===== src/rtl/video_output_sequencer_pkg.sv =====
// Shared video configuration package for the HDMI output side.
// Holds the video configuration record, the output sequencer state
// encoding, its default timeout constants and small counter helpers.
package video_output_sequencer_pkg;

  typedef struct packed {
    logic [3:0] vic_sel;
    logic [1:0] color_space;
    logic       dvi_mode;
    logic       audio_en;
    logic [7:0] h_start_adj;
  } HDMIVideoConfig;

  typedef enum logic [2:0] {
    VS_HOLD       = 3'd0,
    VS_WAIT_LOCK  = 3'd1,
    VS_ARM        = 3'd2,
    VS_WAIT_ACK   = 3'd3,
    VS_WAIT_FRAME = 3'd4,
    VS_RUN        = 3'd5
  } VideoSeqState;

  localparam int DEF_HOLD_CYCLES        = 16;
  localparam int DEF_LOCK_STABLE_CYCLES = 1024;
  localparam int DEF_ACK_TIMEOUT        = 16;
  localparam int DEF_FRAME_TIMEOUT      = 1 << 22;
  localparam int DEF_NOSIG_TIMEOUT      = 1 << 22;

  // Bits needed to hold 0 .. limit-1; never less than one bit.
  function automatic int cnt_width(input int limit);
    return (limit > 2) ? $clog2(limit) : 1;
  endfunction

  function automatic logic [7:0] sat_inc8(input logic [7:0] v);
    return (v == 8'hFF) ? v : v + 8'd1;
  endfunction

endpackage


===== src/rtl/video_output_sequencer_sat_counter.sv =====
// sat_counter: up-counter that stops at LIMIT-1.
// Ports: clock, reset (async, active-low), clear (sync, wins over enable),
//        enable (count one step), done (count has reached LIMIT-1).
module sat_counter
  import video_output_sequencer_pkg::*;
#(
  parameter int LIMIT = 16,
  parameter int WIDTH = cnt_width(LIMIT)
) (
  input  logic clock,
  input  logic reset,
  input  logic clear,
  input  logic enable,
  output logic done
);

  localparam logic [WIDTH-1:0] LAST = WIDTH'(LIMIT - 1);

  logic [WIDTH-1:0] count;

  always_ff @(posedge clock or negedge reset) begin
    if (!reset) begin
      count <= '0;
    end else if (clear) begin
      count <= '0;
    end else if (enable && (count != LAST)) begin
      count <= count + WIDTH'(1);
    end
  end

  assign done = (count == LAST);

endmodule


===== src/rtl/video_output_sequencer.sv =====
// video_output_sequencer: start/restart sequencing of the RAM-to-video reader.
// Holds the reader in reset while the PLL settles and new configuration is
// applied, fires starttrigger on an input frame start, then confirms the
// acknowledge and first full frame. Retries on PLL loss, config change or
// timeout.
// Ports: clock, reset (async, active-low); pll_locked, frame_start, cfg_in,
//        line_doubler_in, add_line_in, restart, fullcycle (inputs);
//        out_reset_n, starttrigger, cfg_out, line_doubler, add_line, running,
//        no_input, fault_count (registered outputs).
//
// state         | meaning
// VS_HOLD       | reader in reset, configuration loaded every cycle
// VS_WAIT_LOCK  | reader in reset, waiting for a stable PLL lock run
// VS_ARM        | reader released, waiting for an input frame start
// VS_WAIT_ACK   | starttrigger sent, waiting for the reader's restart ack
// VS_WAIT_FRAME | ack seen, waiting for the first full frame
// VS_RUN        | output running
module video_output_sequencer
  import video_output_sequencer_pkg::*;
#(
  parameter int HOLD_CYCLES        = DEF_HOLD_CYCLES,
  parameter int LOCK_STABLE_CYCLES = DEF_LOCK_STABLE_CYCLES,
  parameter int ACK_TIMEOUT        = DEF_ACK_TIMEOUT,
  parameter int FRAME_TIMEOUT      = DEF_FRAME_TIMEOUT,
  parameter int NOSIG_TIMEOUT      = DEF_NOSIG_TIMEOUT
) (
  input  logic           clock,
  input  logic           reset,
  input  logic           pll_locked,
  input  logic           frame_start,
  input  HDMIVideoConfig cfg_in,
  input  logic           line_doubler_in,
  input  logic           add_line_in,
  input  logic           restart,
  input  logic           fullcycle,
  output logic           out_reset_n,
  output logic           starttrigger,
  output HDMIVideoConfig cfg_out,
  output logic           line_doubler,
  output logic           add_line,
  output logic           running,
  output logic           no_input,
  output logic [7:0]     fault_count
);

  VideoSeqState state;

  logic hold_done, lock_done, ack_done, frame_done, nosig_done;
  logic pll_lost, cfg_mismatch;

  // Loss of lock only counts once the reader has been released; in
  // WAIT_LOCK the lock counter clear already handles it.
  assign pll_lost = !pll_locked &&
                    (state inside {VS_ARM, VS_WAIT_ACK, VS_WAIT_FRAME, VS_RUN});

  assign cfg_mismatch = (cfg_in != cfg_out) ||
                        (line_doubler_in != line_doubler) ||
                        (add_line_in != add_line);

  // Each timer is held at zero outside its own state, so it always starts
  // from zero on state entry.
  sat_counter #(.LIMIT(HOLD_CYCLES)) u_hold_cnt (
    .clock(clock), .reset(reset),
    .clear(state != VS_HOLD), .enable(state == VS_HOLD), .done(hold_done)
  );

  sat_counter #(.LIMIT(LOCK_STABLE_CYCLES)) u_lock_cnt (
    .clock(clock), .reset(reset),
    .clear((state != VS_WAIT_LOCK) || !pll_locked), .enable(state == VS_WAIT_LOCK),
    .done(lock_done)
  );

  sat_counter #(.LIMIT(ACK_TIMEOUT)) u_ack_cnt (
    .clock(clock), .reset(reset),
    .clear(state != VS_WAIT_ACK), .enable(state == VS_WAIT_ACK), .done(ack_done)
  );

  sat_counter #(.LIMIT(FRAME_TIMEOUT)) u_frame_cnt (
    .clock(clock), .reset(reset),
    .clear(state != VS_WAIT_FRAME), .enable(state == VS_WAIT_FRAME), .done(frame_done)
  );

  sat_counter #(.LIMIT(NOSIG_TIMEOUT)) u_nosig_cnt (
    .clock(clock), .reset(reset),
    .clear(state != VS_ARM), .enable(state == VS_ARM), .done(nosig_done)
  );

  always_ff @(posedge clock or negedge reset) begin
    if (!reset) begin
      state        <= VS_HOLD;
      out_reset_n  <= 1'b0;
      starttrigger <= 1'b0;
      running      <= 1'b0;
      no_input     <= 1'b0;
      fault_count  <= 8'd0;
      cfg_out      <= '0;
      line_doubler <= 1'b0;
      add_line     <= 1'b0;
    end else begin
      starttrigger <= 1'b0;
      if (pll_lost) begin
        state       <= VS_HOLD;
        out_reset_n <= 1'b0;
        running     <= 1'b0;
        fault_count <= sat_inc8(fault_count);
      end else if ((state != VS_HOLD) && cfg_mismatch) begin
        state       <= VS_HOLD;
        out_reset_n <= 1'b0;
        running     <= 1'b0;
      end else begin
        unique case (state)
          VS_HOLD: begin
            cfg_out      <= cfg_in;
            line_doubler <= line_doubler_in;
            add_line     <= add_line_in;
            if (hold_done) state <= VS_WAIT_LOCK;
          end
          VS_WAIT_LOCK: begin
            if (lock_done && pll_locked) begin
              state       <= VS_ARM;
              out_reset_n <= 1'b1;
            end
          end
          VS_ARM: begin
            if (frame_start) begin
              starttrigger <= 1'b1;
              no_input     <= 1'b0;
              state        <= VS_WAIT_ACK;
            end else if (nosig_done) begin
              no_input <= 1'b1;
            end
          end
          VS_WAIT_ACK: begin
            if (restart) begin
              state <= VS_WAIT_FRAME;
            end else if (ack_done) begin
              state       <= VS_HOLD;
              out_reset_n <= 1'b0;
              fault_count <= sat_inc8(fault_count);
            end
          end
          VS_WAIT_FRAME: begin
            if (fullcycle) begin
              state   <= VS_RUN;
              running <= 1'b1;
            end else if (frame_done) begin
              state       <= VS_HOLD;
              out_reset_n <= 1'b0;
              fault_count <= sat_inc8(fault_count);
            end
          end
          VS_RUN: begin
          end
          default: begin
            state       <= VS_HOLD;
            out_reset_n <= 1'b0;
            running     <= 1'b0;
          end
        endcase
      end
    end
  end

endmodule


===== config.mk =====
export PLATFORM = sky130hd
export DESIGN_NAME = video_output_sequencer
export DESIGN_NICKNAME = d
export VERILOG_FILES = /design/src/rtl/video_output_sequencer_pkg.sv /design/src/rtl/video_output_sequencer_sat_counter.sv /design/src/rtl/video_output_sequencer.sv
export SDC_FILE = /design/constraint.sdc
export NUM_CORES = 1
export LEC_CHECK = 0
export ABC_AREA = 1
export BUFFER_PORTS_ARGS = -buffer_cell sky130_fd_sc_hd__buf_4
export CAP_MARGIN = 20
export CORE_ASPECT_RATIO = 1.75
export CORE_MARGIN = 1.5
export CORE_UTILIZATION = 30
export DETAILED_ROUTE_END_ITERATION = 10
export PLACE_DENSITY_LB_ADDON = 0.1
export SYNTH_ARGS = -nofsm -noshare
export SYNTH_HDL_FRONTEND = slang
export SYNTH_SLANG_ARGS = --single-unit

===== constraint.sdc =====
create_clock -name clock -period 3.17 [get_ports clock]
set_input_delay 0.634 -clock clock [delete_from_list [all_inputs] [get_ports clock]]
set_output_delay 0.634 -clock clock [all_outputs]
set_load 0.01 [all_outputs]

## After elaboration in Yosys (flattened, before gate mapping)

Index checks and enable logic that the tools add are counted.

- Register bits after elaboration: 95
- Bits of input ports: 24
- Logic and storage cells: 143

- Add/sub/neg operators: 6
- Eq/ne operators: 41
- Mux-type cells: 46
- Bitwise operators: 2
- Reduce and logical (&&, ||, !) cells: 30

Operators by type and width:

| cell | count |
|---|---|
| $mux 22 | 4 |
| $mux 8 | 7 |
| $add 22x1->22 const B | 2 |
| $eq 22x22->1 const B | 2 |
| $ne 22x22->1 const B | 2 |
| $ne 4x4->1 const B | 10 |
| $mux 3 | 9 |
| $mux 10 | 2 |
| $pmux 3 s6 | 1 |
| $reduce_and 6->1 | 3 |
| $mux 1 | 16 |
| $mux 4 | 4 |
| $ne 16x16->1 | 1 |
| $pmux 8 s2 | 1 |
| $ne 3x3->1 const B | 5 |
| $reduce_bool 2->1 | 6 |
| $add 10x1->10 const B | 1 |
| $eq 10x10->1 const B | 1 |
| $ne 10x10->1 const B | 1 |
| $ne 5x5->1 const B | 2 |
| $ne 3x1->1 const B | 3 |
| $ne 3x2->1 const B | 3 |
| $add 4x1->4 const B | 2 |
| $add 8x1->8 const B | 1 |
| other kinds (21) | 36 |

## Depth between registers and ports, before layout

Gate-level depths: netlist (run 1).

- Depth after elaboration: 7
- Gate-level depth with buffers: 14
- Mapped depth without buffers: 14

## Hierarchy

A second synthesis (run 1) with hierarchy kept.

- Cell total of the unflattened synthesis: 892
- Area, all modules: 6,155.9 sq um

Modules (own cells, without submodules):

| module | times used | cells each | area an instance (sq um) | sequential area each (sq um) |
|---|---|---|---|---|
| sat_counter (u_frame_cnt ...) | 2 | 221 | 1,502.7 | 550.5 |
| video_output_sequencer | 1 | 294 | 2,034.5 | 825.8 |
| sat_counter (u_lock_cnt) | 1 | 98 | 665.6 | 250.2 |
| sat_counter (u_ack_cnt ...) | 2 | 29 | 225.2 | 100.1 |

## Worst setup path after synthesis (run 1)

Ideal clock, no wire load.

- Kind: input-to-reg
- Start: in cfg_in[6] in the netlist's numbering
- End: reg fault_count[5]
- Setup time: 0.122 ns
- Arrival time: 1.731 ns
- Slack: 1.317 ns
- Stages: 12
- Buffers on the path: 1
- Cells stage by stage: xor2_1 -> nor2_1 -> nand2_1 -> nor2_2 -> nand2_2 -> nand2_4 -> nand3b_4 -> nand2_4 -> nand2_2 -> buf_6 -> nand2_2 -> o21ai_2

- Word-level cells in the longest chain between the ends: 6

Ends and longest elaborated chain:

| element | RTL line | source |
|---|---|---|
| start: declaration | video_output_sequencer.sv:31 | `input HDMIVideoConfig cfg_in,` |
| $ne 16x16->1 | video_output_sequencer.sv:56 | `assign cfg_mismatch = (cfg_in != cfg_out) \|\|` |
| $logic_or 1x1->1 | video_output_sequencer.sv:56 |  |
| $logic_or 1x1->1 | video_output_sequencer.sv:57 | `(line_doubler_in != line_doubler) \|\|` |
| $logic_and 1x1->1 | video_output_sequencer.sv:106 | `end else if ((state != VS_HOLD) && cfg_mismatch) begin` |
| $ne 2x2->1 (no source line) | n/a |  |
| $reduce_and 6->1 (no source line) | n/a |  |
| end signal: assignment | video_output_sequencer.sv:105 | `fault_count <= sat_inc8(fault_count);` |
| end signal: assignment | video_output_sequencer.sv:139 | `fault_count <= sat_inc8(fault_count);` |
| end signal: assignment | video_output_sequencer.sv:149 | `fault_count <= sat_inc8(fault_count);` |
| end: declaration | video_output_sequencer.sv:43 | `output logic [7:0] fault_count` |

Every way passes these cells.
A chain may end at the register's enable or synchronous reset.

## Final worst setup path (run 1)

- Start: reg u_nosig_cnt.count[0]
- End: reg u_nosig_cnt.count[13]

- Word-level cells in the longest chain between the ends: 3
- Elaborated cells on any way between the ends: 6
- Classes of those cells: 1 x add/sub; 1 x eq/ne; 2 x mux; 2 x reduce/logical

Ends and longest elaborated chain:

| element | RTL line | source |
|---|---|---|
| start: declaration | video_output_sequencer_sat_counter.sv:19 | `logic [WIDTH-1:0] count;` |
| start signal: assignment | video_output_sequencer_sat_counter.sv:27 | `count <= count + WIDTH'(1);` |
| $add 22x1->22 or $ne 22x22->1 (tied branches) | video_output_sequencer_sat_counter.sv:27, video_output_sequencer_sat_counter.sv:26 |  |
| $mux 22 or $logic_and 1x1->1 (tied branches) | video_output_sequencer_sat_counter.sv:26 | `end else if (enable && (count != LAST)) begin` |
| $mux 22 or $reduce_bool 2->1 (tied branches) | n/a |  |

Parallel ways exist; a longest one is shown, timed or not. The select of a mux whose other input is x is not followed.

==> flow_metrics.tcl, run 1 <==
set metrics [dict create \
    status "finished, final reports clean" \
    p_leak_nw 2.892 \
    maxCapViolCount 0 \
    antenna_found_initial 0 \
    async_flop_share 1.000 \
    synth_top_area_frac 0.4520 \
    vias 4800 \
    r2r-start "u_nosig_cnt.count[0]" \
    ant_nets 0 \
    clk_latency_ns 0.34 \
    core_mm2 0.01703 \
    power_density_mw_per_mm2 642.2 \
    finalWirelength_mm 13.59 \
    cp_data_arrival_time_ns 2.32 \
    syn2layout_area_growth_pct 18.41 \
    ys_seq_area_frac 0.4520 \
    grt.overflow.total 0 \
    io_pins 54 \
    r2r_end "u_nosig_cnt.count[13]" \
    worstSetupPathType "reg2reg" \
    utilization 0.3658 \
    via_per_inst 4.858 \
    grt_pass1_vias 4824 \
    crit_slowest_cell "dfrtp_1" \
    fp.dieArea_mm2 0.01837 \
    synth.distinct_cells 40 \
    grt_pass1_wl_mm 22.93 \
    drive_gt1_frac 0.1419 \
    synth_nets 727 \
    clkSlewWorstSetupHoldPaths_ns 0.07 \
    grt_usage 0.1612 \
    clk_path_buf_depth 2 \
    tightestPinTransition_ns 0.4978 \
    cpMostUsedCell "nor2_2" \
    dpl.hpwl_mm 10.36 \
    drt_iter0_drc 226 \
    drc 0 \
    reg2reg_depth 12 \
    rsz0062_at_grt "no" \
    post-cts-setup-buffers 0 \
    synthFlopType "dfrtp_1" \
    critPathLaunchType "register" \
    row_count 63 \
    ctsHtreeMaxLevel 3 \
    finalHoldViolations 0 \
    critPathCaptureType "register" \
    worstPathMaxFanout 5 \
    worstPathRequired_ns 3.40 \
    postSynthAreaPerCell_um2 7.547 \
    clock-sinks 95 \
    cts_tree "built" \
    cts_hold_buf 0 \
    port_buffers 53 \
    yosys_warnings 0 \
    rrSetupSlack_ns 1.09 \
    setup_tns_ns 0 \
    crit_buf_inv 1 \
    final.setup_skew_ns 0.006467 \
    die_w_um 103.1 \
    synth_seq_cells 95 \
    final_max_slew_viol_count 0 \
    start_util 0.3089 \
    antenna_cells 0 \
    syn_inst 697 \
    gp_congestion 0.8418 \
    nNetsFinal 787 \
    die_h_um 178.2 \
    cts_root_buf "clkbuf_16" \
    synth_edf_count 0 \
    ir_worst_vdd_mv 0.3615 \
    critPathTopFamily "simple AND/OR/NAND/NOR gates" \
    fin_crit_sh 0.6565 \
    finalSetupViolations 0 \
    grt_max_degree 53 \
    slew_headroom 0.6673 \
    synth_area_leaders "dfrtp_1, nand2_1, inv_1" \
    first_pass_iters 4 \
    hold_path.class "in2async" \
    cp_cell_sequence "ha_1 > nand2_1 > inv_1 > nand3_1 > nor2_2 > nand3b_2 > nor2_4 > nor2_2 > nand2_2 > nor2_1 > a21oi_1 > and2_1" \
    synth_largest_area_cell "dfrtp_1" \
    syn-cell-area_mm2 0.005260 \
    p_total_w 0.004000 \
    timing.fmax_mhz 480.5 \
    cts-resized-gates 0 \
    wl_per_cell_um 13.75 \
    cts_made_buffers 9 \
    fin_crit_ns 2.081 \
    cp_slowest_stage_delay_ns 0.41 \
]
## worst register-to-register path, cell delays in order (launching register included)
cell,delay (ns)
dfrtp_1,0.41
ha_1,0.24
nand2_1,0.07
inv_1,0.04
nand3_1,0.14
nor2_2,0.08
nand3b_2,0.12
nor2_4,0.06
nor2_2,0.19
nand2_2,0.12
nor2_1,0.25
a21oi_1,0.10
and2_1,0.15
## logic make-up (layout without fill, tap and decap cells)
group	after synthesis	after routing	synth area share
AOI/OAI and AO/OA	108	108	0.1147
buffers and inverters	96	160	0.07065
xor gates and xnor gates	20	20	0.03330
DFF	95	95	0.4520
and+or+nand+nor	372	372	0.3152
adders and majority gates	6	6	0.01427
## final cells by class
class / count / area, um2
sequential: 95 / 2377
inverter: 87 / 326.6
multi-input combinational: 506 / 2511
clock buffer: 12 / 236.5
timing repair buffer: 58 / 447.9
tap: 227 / 284.0
clock inverter: 3 / 45.04
fill: 1845 / 10800
## worst max path at each step
stage	start	cells past startpoint	endpoint	slack (ns)
3_3_place_gp	cfg_in[3]	12	fault_count[2]	0.97
5_1_grt	u_frame_cnt.count[1]	12	state[1]	0.89
6_report	u_nosig_cnt.count[0]	12	u_nosig_cnt.count[13]	1.09
3_5_place_dp	cfg_in[3]	12	fault_count[2]	0.94
4_1_cts	u_nosig_cnt.count[0]	12	u_nosig_cnt.count[13]	1.10
2_1_floorplan	cfg_in[6]	12	fault_count[5]	1.32
## metal layers
layer / vias up / part of all wire / global-route usage
li1: 2382 / - / -
met1: 2276 / 0.39 / 0.1738
met2: 104 / 0.53 / 0.2892
met3: 38 / 0.032 / 0.02939
met4: 0 / 0.043 / 0.08953
met5: - / 0 / 0
## report_power, final
group	total, W	internal, W	switching [W]
clock network	0.00108	0.000609	0.000467
logic	0.00131	0.000518	0.000790
registers	0.00162	0.00141	0.000203
total	0.00400	0.00254	0.00146
## Yosys cell counts (3+ instances only)
library cell and number:
a211oi_1 4, a21oi_1 35, a31oi_1 12, buf_2 3, clkbuf_1 5, dfrtp_1 95
ha_1 6, inv_1 82, inv_2 5, nand2_1 181, nand2_2 7, nand3_1 53
nand4_1 12, nor2_1 76, nor2_2 9, nor2_4 3, nor3_1 17, o21ai_0 46
o21ai_2 3, xnor2_1 8, xor2_1 12
## layout by cell type, fill, tap and decap left out, types with 17 or more instances in the layout
cell type and instances:
o21ai_0 46, buf_4 57, dfrtp_1 95, a21oi_1 35, nand2_1 181, nor2_1 76, nand3_1 53, inv_1 82
nor3_1 17
## sequential cells by signal (all words and copies together), names as in the netlist
signal	flops
u_lock_cnt.count	10
state	3
u_ack_cnt.count	4
running	1
u_nosig_cnt.count	22
cfg_out	16
line_doubler	1
no_input	1
out_reset_n	1
add_line	1
u_frame_cnt.count	22
starttrigger	1
fault_count	8
u_hold_cnt.count	4
## through the flow
| stage | hold slack [ns] | setup slack (ns) | area (um2) | cells |
|---|---|---|---|---|
| floorplan | 0.3384 | 1.317 | 5260 | 697 |
| global placement | 0.4674 | 0.9735 | 5947 | 973 |
| detailed placement | 0.4594 | 0.9386 | 5947 | 973 |
| CTS | 0.1802 | 1.102 | 6228 | 988 |
| global route | 0.1922 | 0.8904 | 6228 | 988 |
| finish | 0.1788 | 1.089 | 6228 | 988 |
(Power assumes the default switching activity.)
==> run 2, diff against run 1 <==
Clock period 3.17 ns to 2.05 ns, I/O delays scaled along.
==> run 2 against run 1 <==
  * Flip-flop and latch count stayed put
  * Die area stayed put
  * Global-route usage hardly changed
  * Critical endpoint is now fault_count[2]
  * Highest routed layer unchanged
==> flow_metrics.tcl, run 2 (synthesis results as in run 1) <==
set metrics [dict create \
    cts_tree "built" \
    worstSetupPathType "reg2reg" \
    r2r_end "fault_count[2]" \
    ant_nets 0 \
    cp_slowest_stage_delay_ns 0.40 \
    io_pins 54 \
    cpMostUsedCell "nand2_1" \
    finalSetupViolations 0 \
    p_int_w 0.003958 \
    drc 0 \
    reg.largest.list "u_frame_cnt.count (22), u_nosig_cnt.count (22), cfg_out (16)" \
    drive_gt1_frac 0.1669 \
    port_buffers 53 \
    clk_path_buf_depth 2 \
    critPathLaunchType "register" \
    setup_ws_ns 0.1583 \
    clock-sinks 95 \
    grt.overflow.total 0 \
    place_area_mm2 0.006045 \
    rrSetupSlack_ns 0.16 \
    fin_crit_ns 1.892 \
    rsz0062_at_grt "yes" \
    finalHoldViolations 0 \
    crit_slowest_cell "dfrtp_1" \
    pwr-share-seq 0.399 \
    sw_frac_of_total 0.3681 \
    via_per_inst 4.714 \
    die_w_um 103.1 \
    syn2layout_area_growth_pct 22.10 \
    ctsHtreeMaxLevel 3 \
    reg2reg_depth 11 \
    wl_per_cell_um 13.47 \
    cts_root_buf "clkbuf_16" \
    ir_worst_vdd_mv 0.5372 \
    clkSlewWorstSetupHoldPaths_ns 0.07 \
    nNetsFinal 805 \
    crit_cells 11 \
    grt_usage 0.1611 \
    power_density_mw_per_mm2 975.1 \
    utilization 0.3772 \
    r2r-start "u_ack_cnt.count[0]" \
    worstPathRequired_ns 2.28 \
    cp_data_arrival_time_ns 2.12 \
    timing.fmax_mhz 528.6 \
    worstPathMaxFanout 11 \
    final.setup_skew_ns 0.009775 \
    worstSetupStartpoint "u_ack_cnt.count[0]" \
    fin_crit_sh 0.9228 \
    design_area_mm2 0.006422 \
    p_total_w 0.006263 \
    tightestPinTransition_ns 0.4605 \
    grt_max_degree 49 \
    hold_path.class "in2reg" \
    maxCapViolCount 0 \
    critPathTopFamily "simple AND/OR/NAND/NOR gates" \
    seqCellArea_mm2 0.002377 \
    critPathCaptureType "register" \
    p_comb_frac 0.332 \
    antenna_found_initial 0 \
    die_h_um 178.2 \
    crit_buf_inv 0 \
    cp_cell_sequence "ha_1 > nand2_1 > nor2_1 > nor2_1 > a21oi_1 > nand2_1 > nand3b_4 > nand2_4 > nand2_4 > nand2_1 > o21ai_2" \
    mostFrequentLayoutCells "nand2_1, dfrtp_1, inv_1" \
    antenna_cells 0 \
    fill_cells 1823 \
    clk_latency_ns 0.35 \
    drt_iter0_drc 210 \
    row_count 63 \
    clock_power_share 0.268 \
    grt_pass1_wl_mm 23.10 \
    finalWirelength_mm 13.55 \
    vias 4742 \
    dpl.hpwl_mm 10.37 \
    endpoint "fault_count[2]" \
    first_pass_iters 4 \
    final_max_slew_viol_count 0 \
    p_sw_w 0.002305 \
    start_util 0.3089 \
    multi_input_area_mm2 0.002560 \
    setup_tns_ns 0 \
    cts_made_buffers 9 \
    slew_headroom 0.6923 \
    place_ws_ns 0.06285 \
    p_leak_nw 3.008 \
    gp_congestion 0.8120 \
    core_mm2 0.01703 \
    grt_pass1_vias 4835 \
    status "finished, final reports clean" \
    fp.dieArea_mm2 0.01837 \
    final_common_cell "nand2_1" \
]
[run 2: final cells by class]
type,instances,share of cell area
Multi-Input combinational cell,506,0.3986
Sequential cell,95,0.3702
Timing Repair Buffer,76,0.09117
Inverter,87,0.05085
Tap cell,227,0.04422
Clock buffer,10,0.03565
Clock inverter,5,0.009351
[run 2: worst min path at each step]
stage               start                   end  slack, ns  cells past startpoint
2_1_floorplan       reset              add_line       0.11                      0
3_3_place_gp        reset  u_nosig_cnt.count[7]       0.34                      1
3_5_place_dp        reset  u_nosig_cnt.count[8]       0.34                      1
4_1_cts         cfg_in[7]            cfg_out[7]       0.26                      3
5_1_grt        cfg_in[14]           cfg_out[14]       0.29                      3
6_report        cfg_in[7]            cfg_out[7]       0.27                      3
[run 2: stage by stage]
stage          instances  hold WS [ns]
6_report            1006        0.2701
5_1_grt             1006        0.2880
4_1_cts             1002        0.2636
3_5_place_dp         986        0.3366
3_3_place_gp         986        0.3375
2_1_floorplan        697        0.1144
[run 2: power by group through the flow]
| stage | sequential [W] | clock, W | combinational (W) |
|---|---|---|---|
| after global routing | 0.00256 | 0.00179 | 0.00237 |
| after CTS | 0.00251 | 0.00172 | 0.00209 |
| final | 0.00250 | 0.00168 | 0.00208 |
| after detailed placement | 0.00254 | 0 | 0.00208 |
| after global placement | 0.00252 | 0 | 0.00205 |
| after floorplan | 0.00257 | 0 | 0.00121 |
[run 2: what timing repair did]
| action | in CTS | in global routing |
|---|---|---|
| hold buffers | 1 | 0 |
| hold endpoints to repair | 21 | 0 |
| endpoints found under the setup margin | 0 | 15 |
| setup buffers | 0 | 4 |
| gates resized for setup | 0 | 10 |
[run 2: routing by layer]
metal  GRT usage  vias to the layer above  routed length [um]
li1            -                     2418                   -
met1      0.1812                     2234                5446
met2      0.3015                       75                7502
met3     0.02234                       15                 352
met4     0.05743                        0                 252
met5           0                        -                   0
[run 2: tightest hold or removal path, delay by kind of cell]
| family | cells | cell delay (ns) |
|---|---|---|
| buf+inv | 1 | 0.09 |
| simple gates | 2 | 0.08 |
